===== src/rtl/multicycle_computer_memory_fetch_unit.sv =====
// multicycle_computer_memory_fetch_unit: PC/IR/DR holder bridging controller strobes to a req/ack memory
module multicycle_computer_memory_fetch_unit #(
  parameter int               WIDTH       = 32,
  parameter logic [WIDTH-1:0] RESET_PC    = '0,
  parameter int               MEM_TIMEOUT = 15
) (
  input  logic             clock,
  input  logic             reset,
  input  logic             IRWrite,
  input  logic             DataRead,
  input  logic             MemWrite,
  input  logic             PCWrite,
  input  logic             AdrSrc,
  input  logic [WIDTH-1:0] ALUResult,
  input  logic [WIDTH-1:0] Result,
  input  logic [WIDTH-1:0] WriteData,
  output logic             mem_req,
  output logic             mem_we,
  output logic [WIDTH-1:0] mem_addr,
  output logic [WIDTH-1:0] mem_wdata,
  input  logic             mem_ack,
  input  logic [WIDTH-1:0] mem_rdata,
  output logic [WIDTH-1:0] PC,
  output logic [WIDTH-1:0] INSTRUCTION,
  output logic [WIDTH-1:0] READ_DATA,
  output logic             Stall,
  output logic             mem_error
);
  typedef enum logic [1:0] {IDLE, BUSY, COMPLETE, ERROR} state_t;
  typedef enum logic [1:0] {OP_FETCH, OP_LOAD, OP_STORE} op_t;
  state_t     state;
  op_t        op;
  logic [7:0] cnt;
  logic       access;
  assign access = IRWrite | DataRead | MemWrite;
  // the launch cycle stalls combinationally so the controller never advances past an unissued access
  assign Stall = reset && (state == IDLE ? access : state != COMPLETE);
  always_ff @(posedge clock) begin
    if (!reset) begin
      state       <= IDLE;
      op          <= OP_FETCH;
      cnt         <= '0;
      PC          <= RESET_PC;
      INSTRUCTION <= '0;
      READ_DATA   <= '0;
      mem_req     <= 1'b0;
      mem_we      <= 1'b0;
      mem_addr    <= '0;
      mem_wdata   <= '0;
      mem_error   <= 1'b0;
    end else begin
      case (state)
        IDLE:
          if (access) begin
            op        <= MemWrite ? OP_STORE : IRWrite ? OP_FETCH : OP_LOAD;
            mem_req   <= 1'b1;
            mem_we    <= MemWrite;
            mem_addr  <= AdrSrc ? ALUResult : PC;
            mem_wdata <= WriteData;
            cnt       <= '0;
            state     <= BUSY;
          end else if (PCWrite) begin
            PC <= Result;
          end
        BUSY:
          if (mem_ack) begin
            if (op == OP_FETCH) INSTRUCTION <= mem_rdata;
            if (op == OP_LOAD) READ_DATA <= mem_rdata;
            mem_req <= 1'b0;
            mem_we  <= 1'b0;
            state   <= COMPLETE;
          end else if (cnt == 8'(MEM_TIMEOUT - 1)) begin
            mem_error <= 1'b1;
            mem_req   <= 1'b0;
            mem_we    <= 1'b0;
            state     <= ERROR;
          end else begin
            cnt <= cnt + 8'd1;
          end
        COMPLETE: begin
          if (PCWrite) PC <= Result;
          state <= IDLE;
        end
        default: ;
      endcase
    end
  end
endmodule


===== config.mk =====
export PLATFORM = sky130hd
export DESIGN_NAME = multicycle_computer_memory_fetch_unit
export DESIGN_NICKNAME = d
export VERILOG_FILES = /design/src/rtl/multicycle_computer_memory_fetch_unit.sv
export SDC_FILE = /design/constraint.sdc
export NUM_CORES = 1
export LEC_CHECK = 0
export ABC_CLOCK_PERIOD_IN_PS = 2280
export CORE_MARGIN = 5
export CORE_UTILIZATION = 42
export DETAILED_ROUTE_END_ITERATION = 7
export PLACE_DENSITY = 0.81
export SYNTH_ARGS = -nofsm -noshare
export SYNTH_HDL_FRONTEND = slang
export SYNTH_SLANG_ARGS = --single-unit

===== constraint.sdc =====
create_clock -name clock -period 2.28 [get_ports clock]
set_input_delay 0.456 -clock clock [delete_from_list [all_inputs] [get_ports clock]]
set_output_delay 0.456 -clock clock [all_outputs]
set_load 0.01 [all_outputs]

==> results of run 1 <==
-- repair_timing --
item / CTS / global route
resized for setup: 1 / 2
pin swaps: 1 / 1
endpoints found under the setup margin: 1 / 1
hold buffers: 0 / 0
cloned: 0 / 0
endpoints found under the hold margin: 0 / 0
-- Yosys cell counts (2+ instances only) --
| master | number | share of area |
|---|---|---|
| a211oi_1 | 33 | 0.037 |
| a21oi_1 | 106 | 0.080 |
| a31oi_1 | 2 | 0.0019 |
| buf_1 | 5 | 0.0028 |
| buf_2 | 18 | 0.014 |
| buf_6 | 5 | 0.0084 |
| clkbuf_1 | 36 | 0.020 |
| dfxtp_1 | 175 | 0.53 |
| ha_1 | 2 | 0.0038 |
| inv_1 | 3 | 0.0017 |
| mux2i_1 | 32 | 0.048 |
| nand2_1 | 234 | 0.13 |
| nand3_1 | 38 | 0.029 |
| nand4_1 | 3 | 0.0028 |
| nor2_1 | 35 | 0.020 |
| nor3_1 | 3 | 0.0023 |
| nor3_2 | 3 | 0.0045 |
| o211ai_1 | 2 | 0.0023 |
| o21ai_0 | 38 | 0.029 |
-- metrics by stage --
stage	utilization	setup WS, ps	cell area (sq um)
final	0.668	113	10500
after global routing	0.668	11.4	10500
after CTS	0.667	46.7	10500
after detailed placement	0.628	-139	9870
after global placement	0.628	-159	9870
after floorplan	-	567	6660
-- critical path, stage by stage --
cell	delay, ps
clkdlybuf4s50_1	460
nor3_4	240
o21ai_0	110
and2_1	190
clkdlybuf4s15_1	250
-- cells by family after synthesis --
logic type                 count (synthesis)  share of synthesized area
and+or+nand+nor                          332                      0.213
muxes                                     32                     0.0481
buffers and inverters                     68                     0.0475
DFF                                      175                      0.526
adders and majority gates                  2                    0.00375
AOI/OAI and AO/OA                        189                      0.162
-- state kept, by name, summed over array words and instances, names as in the netlist --
name and flops:
READ_DATA 32, mem_addr 32, mem_error 1, state 2, mem_req 1, mem_wdata 32, op 2, INSTRUCTION 32
cnt 8, PC 32, mem_we 1
-- cell usage in the layout, fill, tap and decap left out, types with 2 or more instances in the layout --
cell type,count
bufinv_16,4
nand4_1,3
nor3_1,3
a21oi_1,106
dfxtp_1,175
mux2i_1,32
clkdlybuf4s50_1,296
clkbuf_1,2
clkinv_2,2
o211ai_1,2
a31oi_1,2
buf_2,2
nor2_1,35
ha_1,2
nand3_1,38
a211oi_1,33
clkinv_4,3
buf_12,8
clkbuf_16,17
inv_1,2
nand2_1,234
buf_4,11
o21ai_0,38
nor3_4,2
-- metal layers --
| layer | routed length (um) | vias to the layer above | track usage |
|---|---|---|---|
| li1 | - | 3253 | - |
| met1 | 8030 | 2952 | 0.234 |
| met2 | 9680 | 219 | 0.368 |
| met3 | 2140 | 27 | 0.0918 |
| met4 | 389 | 0 | 0.0722 |
| met5 | 0 | - | 0 |
-- path summary, 6_finish.rpt --
kind                                 from                      endpoint  slack, ps  depth (start not counted)
min          INSTRUCTION[21]$_SDFFE_PN0P_  INSTRUCTION[21]$_SDFFE_PN0P_        450                          2
max reg2reg           cnt[1]$_SDFFE_PN0P_           cnt[5]$_SDFFE_PN0P_        340                          5
max                              MemWrite                         Stall        110                          5
min reg2reg  INSTRUCTION[21]$_SDFFE_PN0P_  INSTRUCTION[21]$_SDFFE_PN0P_        450                          2
-- cell type report --
| type | count | area [sq um] | share of cell area |
|---|---|---|---|
| well taps | 216 | 270 | 0.0258 |
| inverters | 3 | 13.8 | 0.00131 |
| repair buffers | 318 | 3230 | 0.308 |
| flip-flops and latches | 175 | 3500 | 0.334 |
| clock buffers | 20 | 447 | 0.0426 |
| clock inverters | 10 | 164 | 0.0156 |
| multi-input cells | 555 | 2870 | 0.273 |
-- report_power, final --
group	leakage [nW]	internal, mW	switching [mW]
registers	1.43	3.24	0.103
logic	2.11	0.696	0.605
clock network	0.296	1.85	1.17
==> impl_metrics.json, run 1 <==
{
  "tritoncts": "built",
  "ys_ff_latch": 175,
  "seq_area_frac_synth": 0.526,
  "viasPerCell": 4.97,
  "fin_crit_ps": 2170,
  "status": "completed",
  "peakVddDrop_uv": 505,
  "drive_gt1_frac": 0.0546,
  "antenna_cells": 0,
  "fin_worst_hold_slack_ps": 451,
  "timing.fmax_ghz": 0.461,
  "cts-root-buf": "clkbuf_16",
  "drt_pass1_iterations": 4,
  "pwr_density_cell_nw_per_um2": 731,
  "syn_avg_cell_area_sq_um": 8.35,
  "critical_path_required_ps": 1820,
  "synth_edf_count": 0,
  "core_region_area_sq_um": 15700,
  "tns_ps": 0,
  "drcViolationCount": 0,
  "final_nets": 1208,
  "dp_hpwl_mm": 14.6,
  "cts_made_buffers": 17,
  "grt_pass1_vias": 6177,
  "drt.antenna.violating_nets": 0,
  "max-slew-margin-rel": 0.522,
  "io_pins": 300,
  "start_kind": "input pin",
  "end_kind": "output pin",
  "totalWireLength_mm": 20.2,
  "fp.dieH_um": 136,
  "grt_pass1_wl_mm": 31.3,
  "yosys_warnings": 0,
  "clk_pin_slew_worst_paths_ps": 60,
  "hp-class": "register to register",
  "start_util": 0.424,
  "syn-num-nets": 936,
  "io_buffers": 299,
  "skew_ps": 6.95,
  "critPathMaxFanout": 2,
  "synthDistinctLibCells": 44,
  "clk_latency_ps": 410,
  "tightest_slew_ps": 717,
  "grt_max_degree": 74,
  "cp_data_arrival_time_ps": 1710,
  "h-tree-depth": 4,
  "drv_cap": 0,
  "die_w_um": 136,
  "grt_util_all_layers": 0.212,
  "dieArea_sq_um": 18500,
  "syn_to_final_growth_pct": 57.4,
  "finalCritPeriodShare": 0.950,
  "hold_viol": 0,
  "yosys_most_used_dff": "dfxtp_1",
  "rows": 46,
  "critPathKind": "input pin to output pin",
  "cts.sink_count": 175,
  "grt.overflow.total": 0,
  "finalSetupViolations": 0,
  "via_count": 6451,
  "final_cell_count_no_fill": 1297,
  "total_power_mw": 7.66,
  "post_cts_buffers": 0,
  "drt_iter0_drc": 334,
  "clockBufferDepth": 2,
  "rsz0062_at_grt": "no",
  "dp_cells": 1267,
  "ys_async_sr_fraction": 0,
  "nFillCells": 1311,
  "total_leakage_power_nw": 3.83,
  "synthCells": 798,
  "antenna_found_initial": 0,
  "finalMaxSlewViolations": 0,
  "netlist_area_sq_um": 6660,
  "detail_route.wl_per_cell_um": 15.6,
  "place_congestion": 0.781
}
Note: power is estimated with default switching activity, not from simulation.
==> run 2: changes to the inputs <==
--- a/config.mk
+++ b/config.mk
@@ -10,6 +10,7 @@
 export CORE_UTILIZATION = 42
 export DETAILED_ROUTE_END_ITERATION = 7
 export PLACE_DENSITY = 0.81
+export SLEW_MARGIN = 20
 export SYNTH_ARGS = -nofsm -noshare
 export SYNTH_HDL_FRONTEND = slang
 export SYNTH_SLANG_ARGS = --single-unit
==> results of run 2 <==
Final layout, timing and power as in run 1 (identical DEF).
